**config.mk**
```make
export PLATFORM = sky130hd
export DESIGN_NAME = ps2_key_tracker
export DESIGN_NICKNAME = d
export VERILOG_FILES = /design/src/rtl/ps2_pkg.sv /design/src/rtl/ps2_rx_frame.sv /design/src/rtl/ps2_key_tracker.sv
export SDC_FILE = /design/constraint.sdc
export NUM_CORES = 1
export LEC_CHECK = 0
export ABC_CLOCK_PERIOD_IN_PS = 2400
export BUFFER_PORTS_ARGS = -buffer_cell sky130_fd_sc_hd__buf_4
export CORE_ASPECT_RATIO = 0.7
export CORE_MARGIN = 2
export CORE_UTILIZATION = 55
export CTS_CLUSTER_DIAMETER = 200
export DETAILED_ROUTE_END_ITERATION = 16
export PLACE_DENSITY = 0.77
export SLEW_MARGIN = 20
export SYNTH_ARGS = -nofsm -noshare
export SYNTH_HDL_FRONTEND = slang
export SYNTH_SLANG_ARGS = --single-unit
```
**constraint.sdc**
```tcl
create_clock -name clk -period 2.4 [get_ports clk]
set_input_delay 0.24 -clock clk [delete_from_list [all_inputs] [get_ports clk]]
set_output_delay 0.24 -clock clk [all_outputs]
set_load 0.03 [all_outputs]
```
**src/rtl/ps2_pkg.sv**
```systemverilog
// Shared constants and types for the PS/2 key tracker.
package ps2_pkg;

  localparam logic [7:0] PS2_EXT = 8'hE0;
  localparam logic [7:0] PS2_BRK = 8'hF0;

  typedef enum logic [1:0] {
    StIdle,
    StE0,
    StF0,
    StE0F0
  } dec_state_e;

  typedef struct packed {
    logic       ext;
    logic       brk;
    logic [7:0] code;
  } ps2_evt_t;

endpackage

```
**src/rtl/ps2_rx_frame.sv**
```systemverilog
// PS/2 frame receiver: synchronises the pins, shifts in 11-bit frames and
// reports each byte as a one-cycle pulse, or a frame_err pulse on a bad frame.
module ps2_rx_frame #(
  parameter int unsigned TIMEOUT_CYC = 50000
) (
  input  logic       clk,
  input  logic       rst_n,
  input  logic       ps2_clk,
  input  logic       ps2_data,
  output logic       byte_valid,
  output logic [7:0] rx_byte,
  output logic       frame_err
);

  localparam int unsigned TW = $clog2(TIMEOUT_CYC + 1);

  logic [1:0]    clk_sync_q, data_sync_q;
  logic          clk_prev_q;
  logic          fall, bit_in;
  logic [3:0]    bit_cnt_q, bit_cnt_d;
  logic [9:0]    shift_q, shift_d;
  logic [TW-1:0] timer_q, timer_d;
  logic          byte_valid_q, byte_valid_d;
  logic          frame_err_q, frame_err_d;
  logic [7:0]    rx_byte_q;

  assign fall   = clk_prev_q & ~clk_sync_q[1];
  assign bit_in = data_sync_q[1];

  always_comb begin
    bit_cnt_d    = bit_cnt_q;
    shift_d      = shift_q;
    timer_d      = timer_q;
    byte_valid_d = 1'b0;
    frame_err_d  = 1'b0;
    if (fall) begin
      timer_d = '0;
      if (bit_cnt_q == 4'd10) begin
        // shift_q holds start in [0], data in [8:1], parity in [9]; bit_in is stop
        bit_cnt_d = '0;
        if (!shift_q[0] && (^shift_q[9:1]) && bit_in) begin
          byte_valid_d = 1'b1;
        end else begin
          frame_err_d = 1'b1;
        end
      end else begin
        shift_d   = {bit_in, shift_q[9:1]};
        bit_cnt_d = bit_cnt_q + 4'd1;
      end
    end else if (bit_cnt_q != 4'd0) begin
      if (timer_q == TW'(TIMEOUT_CYC - 1)) begin
        bit_cnt_d = '0;
        timer_d   = '0;
      end else begin
        timer_d = timer_q + TW'(1);
      end
    end
  end

  always_ff @(posedge clk or posedge rst_n) begin
    if (rst_n) begin
      clk_sync_q   <= 2'b11;
      data_sync_q  <= 2'b11;
      clk_prev_q   <= 1'b1;
      bit_cnt_q    <= '0;
      shift_q      <= '0;
      timer_q      <= '0;
      byte_valid_q <= 1'b0;
      frame_err_q  <= 1'b0;
      rx_byte_q    <= '0;
    end else begin
      clk_sync_q   <= {clk_sync_q[0], ps2_clk};
      data_sync_q  <= {data_sync_q[0], ps2_data};
      clk_prev_q   <= clk_sync_q[1];
      bit_cnt_q    <= bit_cnt_d;
      shift_q      <= shift_d;
      timer_q      <= timer_d;
      byte_valid_q <= byte_valid_d;
      frame_err_q  <= frame_err_d;
      if (byte_valid_d) begin
        rx_byte_q <= shift_q[8:1];
      end
    end
  end

  assign byte_valid = byte_valid_q;
  assign rx_byte    = rx_byte_q;
  assign frame_err  = frame_err_q;

endmodule

```
**src/rtl/ps2_key_tracker.sv**
```systemverilog
// PS/2 key tracker: receiver, scan-byte FIFO, make/break/E0 decoder, event
// output register with ready/valid, and held-key / press-count tracking.
module ps2_key_tracker
  import ps2_pkg::*;
#(
  parameter int unsigned FIFO_DEPTH  = 8,
  parameter int unsigned COUNT_W     = 8,
  parameter int unsigned TIMEOUT_CYC = 50000
) (
  input  logic               clk,
  input  logic               rst_n,
  input  logic               ps2_clk,
  input  logic               ps2_data,
  output logic               evt_valid,
  input  logic               evt_ready,
  output logic [7:0]         evt_code,
  output logic               evt_ext,
  output logic               evt_break,
  output logic               key_held,
  output logic [7:0]         key_code,
  output logic               key_ext,
  output logic [COUNT_W-1:0] press_count,
  output logic               overflow,
  output logic               frame_err
);

  localparam int unsigned AW = $clog2(FIFO_DEPTH);

  logic       rx_valid;
  logic [7:0] rx_byte;

  ps2_rx_frame #(
    .TIMEOUT_CYC(TIMEOUT_CYC)
  ) u_rx (
    .clk       (clk),
    .rst_n     (rst_n),
    .ps2_clk   (ps2_clk),
    .ps2_data  (ps2_data),
    .byte_valid(rx_valid),
    .rx_byte   (rx_byte),
    .frame_err (frame_err)
  );

  // Scan-byte FIFO; pointers carry an extra wrap bit to tell full from empty.
  logic [7:0]  fifo_q [FIFO_DEPTH];
  logic [AW:0] wr_ptr_q, rd_ptr_q;
  logic        fifo_empty, fifo_full, push, pop;
  logic [7:0]  head;

  assign fifo_empty = (wr_ptr_q == rd_ptr_q);
  assign fifo_full  = (wr_ptr_q[AW] != rd_ptr_q[AW]) &&
                      (wr_ptr_q[AW-1:0] == rd_ptr_q[AW-1:0]);
  assign head       = fifo_q[rd_ptr_q[AW-1:0]];

  logic evt_valid_q, evt_valid_d;
  assign pop  = !fifo_empty && (!evt_valid_q || evt_ready);
  assign push = rx_valid && (!fifo_full || pop);

  always_ff @(posedge clk) begin
    if (push) begin
      fifo_q[wr_ptr_q[AW-1:0]] <= rx_byte;
    end
  end

  dec_state_e state_q, state_d;
  logic       emit;
  ps2_evt_t   emit_evt;

  always_comb begin
    state_d  = state_q;
    emit     = 1'b0;
    emit_evt = '{ext: 1'b0, brk: 1'b0, code: head};
    if (pop) begin
      unique case (state_q)
        StIdle: begin
          if (head == PS2_EXT)      state_d = StE0;
          else if (head == PS2_BRK) state_d = StF0;
          else                      emit = 1'b1;
        end
        StE0: begin
          if (head == PS2_BRK) begin
            state_d = StE0F0;
          end else if (head != PS2_EXT) begin
            emit         = 1'b1;
            emit_evt.ext = 1'b1;
            state_d      = StIdle;
          end
        end
        StF0: begin
          state_d = StIdle;
          if (head != PS2_EXT && head != PS2_BRK) begin
            emit         = 1'b1;
            emit_evt.brk = 1'b1;
          end
        end
        StE0F0: begin
          state_d = StIdle;
          if (head != PS2_EXT && head != PS2_BRK) begin
            emit         = 1'b1;
            emit_evt.ext = 1'b1;
            emit_evt.brk = 1'b1;
          end
        end
        default: state_d = StIdle;
      endcase
    end
  end

  ps2_evt_t           evt_q, evt_d;
  logic               key_held_q, key_held_d;
  logic [7:0]         key_code_q, key_code_d;
  logic               key_ext_q, key_ext_d;
  logic [COUNT_W-1:0] press_q, press_d;
  logic               overflow_d, overflow_q;

  always_comb begin
    evt_valid_d = evt_valid_q;
    evt_d       = evt_q;
    key_held_d  = key_held_q;
    key_code_d  = key_code_q;
    key_ext_d   = key_ext_q;
    press_d     = press_q;
    overflow_d  = overflow_q | (rx_valid & fifo_full & ~pop);
    if (emit) begin
      evt_valid_d = 1'b1;
      evt_d       = emit_evt;
    end else if (evt_ready) begin
      evt_valid_d = 1'b0;
    end
    // Tracking follows decode, not consumer acceptance.
    if (emit) begin
      if (!emit_evt.brk) begin
        if (!key_held_q || {emit_evt.ext, emit_evt.code} != {key_ext_q, key_code_q}) begin
          press_d    = press_q + COUNT_W'(1);
          key_code_d = emit_evt.code;
          key_ext_d  = emit_evt.ext;
          key_held_d = 1'b1;
        end
      end else if (key_held_q && {emit_evt.ext, emit_evt.code} == {key_ext_q, key_code_q}) begin
        key_held_d = 1'b0;
      end
    end
  end

  always_ff @(posedge clk or posedge rst_n) begin
    if (rst_n) begin
      wr_ptr_q    <= '0;
      rd_ptr_q    <= '0;
      state_q     <= StIdle;
      evt_valid_q <= 1'b0;
      evt_q       <= '0;
      key_held_q  <= 1'b0;
      key_code_q  <= '0;
      key_ext_q   <= 1'b0;
      press_q     <= '0;
      overflow_q  <= 1'b0;
    end else begin
      if (push) wr_ptr_q <= wr_ptr_q + (AW + 1)'(1);
      if (pop)  rd_ptr_q <= rd_ptr_q + (AW + 1)'(1);
      state_q     <= state_d;
      evt_valid_q <= evt_valid_d;
      evt_q       <= evt_d;
      key_held_q  <= key_held_d;
      key_code_q  <= key_code_d;
      key_ext_q   <= key_ext_d;
      press_q     <= press_d;
      overflow_q  <= overflow_d;
    end
  end

  assign evt_valid   = evt_valid_q;
  assign evt_code    = evt_q.code;
  assign evt_ext     = evt_q.ext;
  assign evt_break   = evt_q.brk;
  assign key_held    = key_held_q;
  assign key_code    = key_code_q;
  assign key_ext     = key_ext_q;
  assign press_count = press_q;
  assign overflow    = overflow_q;

endmodule

```
==> flow_summary.toml, run 1 <==
[floorplanning]
fp.dieW_um = 134
io_pins = 36
core-area_sq_um = 11600
rows = 33
initial_utilization_pct = 56.0
die-area_sq_um = 12700
die_h_um = 94.9

[clocking]
clk_latency_ns = 0.42
clock-sinks = 149
cts_root_buf = "clkbuf_16"
cts_max_level = 4
path_clk_slew_ns = 0.06
cts.path.max_buffers = 2
cts_tree = "done"
cts_made_buffers = 17

[worst_setup_path]
start_kind = "flip-flop"
crit_type = "reg2reg"
end_kind = "flip-flop"
critPathArrivalTime_ns = 2.93
crit_required_ns = 2.71
crit_fanout = 5

[logic_synthesis]
synth_cell_type_count = 52
avgSynthCellArea_sq_um = 13.7
synth_cells = 476
ys_warn_count = 0
synthesis.area_sq_um = 6500
synthArstFlopShare_pct = 57.0
synth_nets = 488
synthTopCellsByCount = "dfrtp_1, edfxtp_1, nand2_1, mux2_2, nor2_1"
ys.flop_type = "dfrtp_1"
synth_top_area_cell = "dfrtp_1"
synth_edf_count = 64
yosys-top-cells-area = "dfrtp_1, edfxtp_1, mux2_2"
ys_seq_area_share_pct = 62.4
synth_top_cell_area_share_pct = 30.8
synth.most_common_cell = "dfrtp_1"
ys_ff_latch = 149

[worst_hold_path]
worst_hold_path_type = "in2reg"

[power]
leakagePower_nw = 3.45
powerDensity_nw_per_um2 = 1220
power_mw = 10.1
max-vdd-ir-drop_mv = 0.990

[timing]
fin_crit_sh_pct = 109
setup_violations = 29
fin_crit_ns = 2.62
rsz0062_at_grt = "true"
drv_slew = 0
hold_viol_final = 0
max_freq_mhz = 381
worst_pin_slew_ns = 0.734
clock_skew_ns = 0.0114
layout_setup_ws_ns = -0.224
relSlewSlack_pct = 51.0

[global_routing]
antenna_found_initial = 0
grt_max_degree = 32
grt_pass1_wl_um = 22400
grt_pass1_vias = 4241
grt.overflow.total = 0
track_usage_pct = 23.7

[layout]
nets = 584
n_antenna_cell = 0
fin_util_pct = 71.2
layout-drive-gt1-share_pct = 37.3
area_growth_pct = 27.2
final_cells = 742

[placement]
io_buffers = 35
placed_cells = 697
globalplace.congestion = 0.826
dp_hpwl_um = 9160

[routing]
dr.pass1.iters = 5
vias = 4311
drc = 0
via_per_inst = 5.81
drt-wirelength-per-cell_um = 19.0
drt_iter0_drc = 339
routed_wl_um = 14100
ant_nets = 0

[status]
status = "finished, violations left"
violations = "setup timing"

[run]
drv_cap = 0
cell families after synthesis:
family / Yosys count / share of synthesized area (%)
muxes: 58 / 12.1
and+or+nand+nor: 138 / 10.9
AOI/OAI and AO/OA: 60 / 6.24
adders and majority gates: 7 / 1.35
xor gates and xnor gates: 37 / 4.99
buffers and inverters: 27 / 2.04
DFF: 149 / 62.4
where the power goes:
part	switching (mW)	leakage, nW	internal (mW)
Combinational	1.96	1.45	1.82
Sequential	0.457	1.70	3.08
Clock	1.06	0.302	1.75
Total	3.47	3.45	6.65
state kept, by name, indices dropped and copies added, names as in the netlist, 8 cells and up:
register and cells:
evt_code 8, fifo_q 64, u_rx.rx_byte 8, u_rx.shift_q 10, u_rx.timer_q 16, key_code 8, press_count 8
cell usage in the layout (no fill, tap or decap), types with 8 or more instances in the layout:
cell type  Yosys  layout
xnor2_1       22      18
edfxtp_1      64      64
dfrtp_1       80      79
xor2_1        15      14
buf_6          3      13
nand4_1        8       8
clkbuf_16      0      17
buf_4          1      75
mux2i_1       15      11
nand3_1       17      15
a21oi_1       20      17
nor2_1        23      18
mux2_2        23      20
mux4_2        10      10
nand2_1       38      31
o21ai_0       15      10
final timing paths:
kind / startpoint / endpoint / slack, ns / depth (start not counted)
worst max register to register: rd_ptr_q[1] / press_count[1] / -0.22 / 8
worst min register to register: u_rx.data_sync_q[0] / u_rx.data_sync_q[1] / 0.36 / 0
worst max-delay path: rd_ptr_q[1] / press_count[1] / -0.22 / 8
min in group asynchronous: rst_n / wr_ptr_q[2] / 0.53 / 3
worst min-delay path: evt_ready / evt_valid / 0.21 / 3
max in group asynchronous: rst_n / u_rx.clk_sync_q[1] / 1.07 / 4
cell type report:
type | instances | area (sq um)
Multi-Input combinational cell | 301 | 2550
Sequential cell | 149 | 4060
Inverter | 8 | 33.8
Tap cell | 157 | 196
Clock inverter | 14 | 198
Clock buffer | 18 | 429
Timing Repair Buffer | 95 | 800
Fill cell | 709 | 3340
routing by layer:
metal | up-vias | part of all wire [%] | GRT usage, %
li1 | 1938 | - | -
met1 | 2184 | 44 | 33.7
met2 | 171 | 47 | 35.8
met3 | 18 | 7.5 | 5.74
met4 | 0 | 1.4 | 8.69
met5 | - | 0 | 0
worst max-delay path: stages (launching register included):
cell and delay, ns:
dfrtp_2 0.41, buf_6 0.12, mux4_2 0.52, mux2i_4 0.23, xnor2_2 0.10, a2111oi_4 0.34
nand4bb_1 0.24, and2_4 0.25, mux2_4 0.30
stage by stage:
| stage | cell area, sq um | TNS [ns] | worst slack (ns) | hold WS [ns] |
|---|---|---|---|---|
| after floorplan | 6570 | -0.573 | -0.152 | 0.244 |
| after global placement | 7300 | -0.989 | -0.110 | 0.346 |
| after detailed placement | 7300 | -3.97 | -0.225 | 0.349 |
| after global routing | 8270 | -6.07 | -0.306 | 0.204 |
| final | 8270 | -3.11 | -0.224 | 0.210 |
| after CTS | 8130 | -3.68 | -0.224 | 0.165 |
what timing repair did:
action,CTS,global route
setup endpoints to repair,29,94
endpoints found under the hold margin,29,0
hold buffers,3,0
resized for setup,34,34
gates cloned,1,1
pin swaps,13,15
setup buffers,8,2
Note: power is estimated with default switching activity, not from simulation.
==> run 2, diff against run 1 <==
--- a/config.mk
+++ b/config.mk
@@ -9,10 +9,9 @@
 export BUFFER_PORTS_ARGS = -buffer_cell sky130_fd_sc_hd__buf_4
 export CORE_ASPECT_RATIO = 0.7
 export CORE_MARGIN = 2
-export CORE_UTILIZATION = 55
+export CORE_UTILIZATION = 45
 export CTS_CLUSTER_DIAMETER = 200
 export DETAILED_ROUTE_END_ITERATION = 16
-export PLACE_DENSITY = 0.77
 export SLEW_MARGIN = 20
 export SYNTH_ARGS = -nofsm -noshare
 export SYNTH_HDL_FRONTEND = slang
==> flow_summary.toml, run 2 (synthesized netlist as in run 1, its figures left out) <==
[status]
status = "finished, violations left"
violations = "setup timing"

[routing]
routed_wl_um = 13700
drc = 0
vias = 4114
drt_iter0_drc = 219
dr.pass1.iters = 4
via_per_inst = 5.25
ant_nets = 0
drt-wirelength-per-cell_um = 17.5

[worst_setup_path]
start_kind = "flip-flop"
cp_cell_sequence = "buf_6 -> mux4_2 -> mux2i_4 -> xnor2_2 -> a2111oi_4 -> nand4bb_1 -> and2_4 -> mux2_4"
crit_fanout = 8
critPathArrivalTime_ns = 2.95
end_kind = "flip-flop"
crit_family = "multiplexers"
critPathSlowestCell = "mux4_2"
slowest_delay_ns = 0.51
crit_type = "reg2reg"
critPathBufInv = 1
crit_required_ns = 2.70

[placement]
globalplace.congestion = 0.792
dp_hpwl_um = 9560
io_buffers = 35

[floorplanning]
rows = 36
io_pins = 36
fp.dieW_um = 148
die_h_um = 105
core-area_sq_um = 14000
die-area_sq_um = 15400
initial_utilization_pct = 46.4

[clocking]
clock-sinks = 149
cts_tree = "done"
cts_made_buffers = 17
clk_latency_ns = 0.42
path_clk_slew_ns = 0.06
cts_root_buf = "clkbuf_16"
cts.path.max_buffers = 2
cts_max_level = 4

[global_routing]
grt_pass1_wl_um = 22200
grt.overflow.total = 0
track_usage_pct = 19.0
antenna_found_initial = 0
grt_max_degree = 34
grt_pass1_vias = 4067

[timing]
whs_ns = 0.175
relSlewSlack_pct = 51.7
rsz0062_at_grt = "true"
layout_setup_ws_ns = -0.246
clock_skew_ns = 0.00891
hold_viol_final = 0
fin_crit_ns = 2.65
drv_slew = 0
worst_pin_slew_ns = 0.722
fin_crit_sh_pct = 110
max_freq_mhz = 378
setup_tns_ns = -2.78
setup_violations = 18

[power]
p_comb_share_pct = 37.7
powerDensity_nw_per_um2 = 1220
leakagePower_nw = 3.48
share_seq_of_total_power_pct = 34.6
power_switching_mw = 3.45
max-vdd-ir-drop_mv = 0.825
p_int_mw = 6.73
power_switching_share_pct = 33.9
clkPwrFrac_pct = 27.8

[layout]
final_common_cell = "buf_4"
multi_input_area_sq_um = 2510
largest_reg_flops = 64
layout-drive-gt1-share_pct = 35.9
area_growth_pct = 28.1
layout_common_cells = "buf_4, dfrtp_1, edfxtp_1"
nFillCells = 1093
fin_util_pct = 59.4
ff_latch_area_sq_um = 4060
nets = 593
n_antenna_cell = 0

[worst_hold_path]
worst_hold_path_type = "in2reg"

[run]
drv_cap = 0
run 2: layout make-up:
cell class                 instances  share of cell area (%)
timing repair buffer             105                    10.4
clock buffer                      19                    5.20
sequential                       149                    48.7
clock inverter                    13                    2.36
multi-input combinational        300                    30.1
inverter                           8                   0.406
tap                              190                    2.86
run 2: final timing paths:
| check | cells past startpoint | from | slack [ns] | endpoint |
|---|---|---|---|---|
| worst max-delay path | 8 | rd_ptr_q[1] | -0.25 | key_ext |
| worst min-delay path | 3 | evt_ready | 0.18 | evt_valid |
| worst max register to register | 8 | rd_ptr_q[1] | -0.25 | key_ext |
| worst min register to register | 0 | u_rx.data_sync_q[0] | 0.36 | u_rx.data_sync_q[1] |
| max in group asynchronous | 4 | rst_n | 1.20 | u_rx.data_sync_q[1] |
| min in group asynchronous | 3 | rst_n | 0.49 | press_count[1] |
run 2: repair_timing:
action                                 in CTS  in global routing
buffers inserted                            6                  5
gates resized for setup                    21                 30
endpoints found under the hold margin      28                  0
gates cloned                                1                  1
pin swaps                                   6                 12
setup endpoints to repair                  33                 83
hold buffers                                3                  0
run 2: power groups by stage:
stage | registers, mW | clock network (mW) | logic [mW]
5_1_grt | 3.58 | 2.99 | 4.15
4_1_cts | 3.51 | 2.87 | 3.69
3_5_place_dp | 3.56 | 0 | 3.46
2_1_floorplan | 3.81 | 0 | 2.06
3_3_place_gp | 3.54 | 0 | 3.41
6_report | 3.52 | 2.82 | 3.83
run 2: worst min-delay path: stages:
cell	delay, ns
buf_4	0.08
nand2b_1	0.18
nand2_2	0.05
run 2: layer usage:
| layer | GRT usage, % | wire [um] |
|---|---|---|
| met5 | 0 | 0 |
| met3 | 5.41 | 569 |
| met2 | 26.6 | 5870 |
| met1 | 28.7 | 7110 |
| met4 | 5.91 | 142 |
run 2: per-stage QoR:
stage	instance area, sq um	setup slack (ns)	std cells	total power [mW]
after floorplan	6570	-0.152	476	5.87
after CTS	8180	-0.186	778	10.1
after global routing	8320	-0.346	784	10.7
after detailed placement	7390	-0.225	737	7.02
after global placement	7390	-0.152	737	6.95
final	8320	-0.246	784	10.2
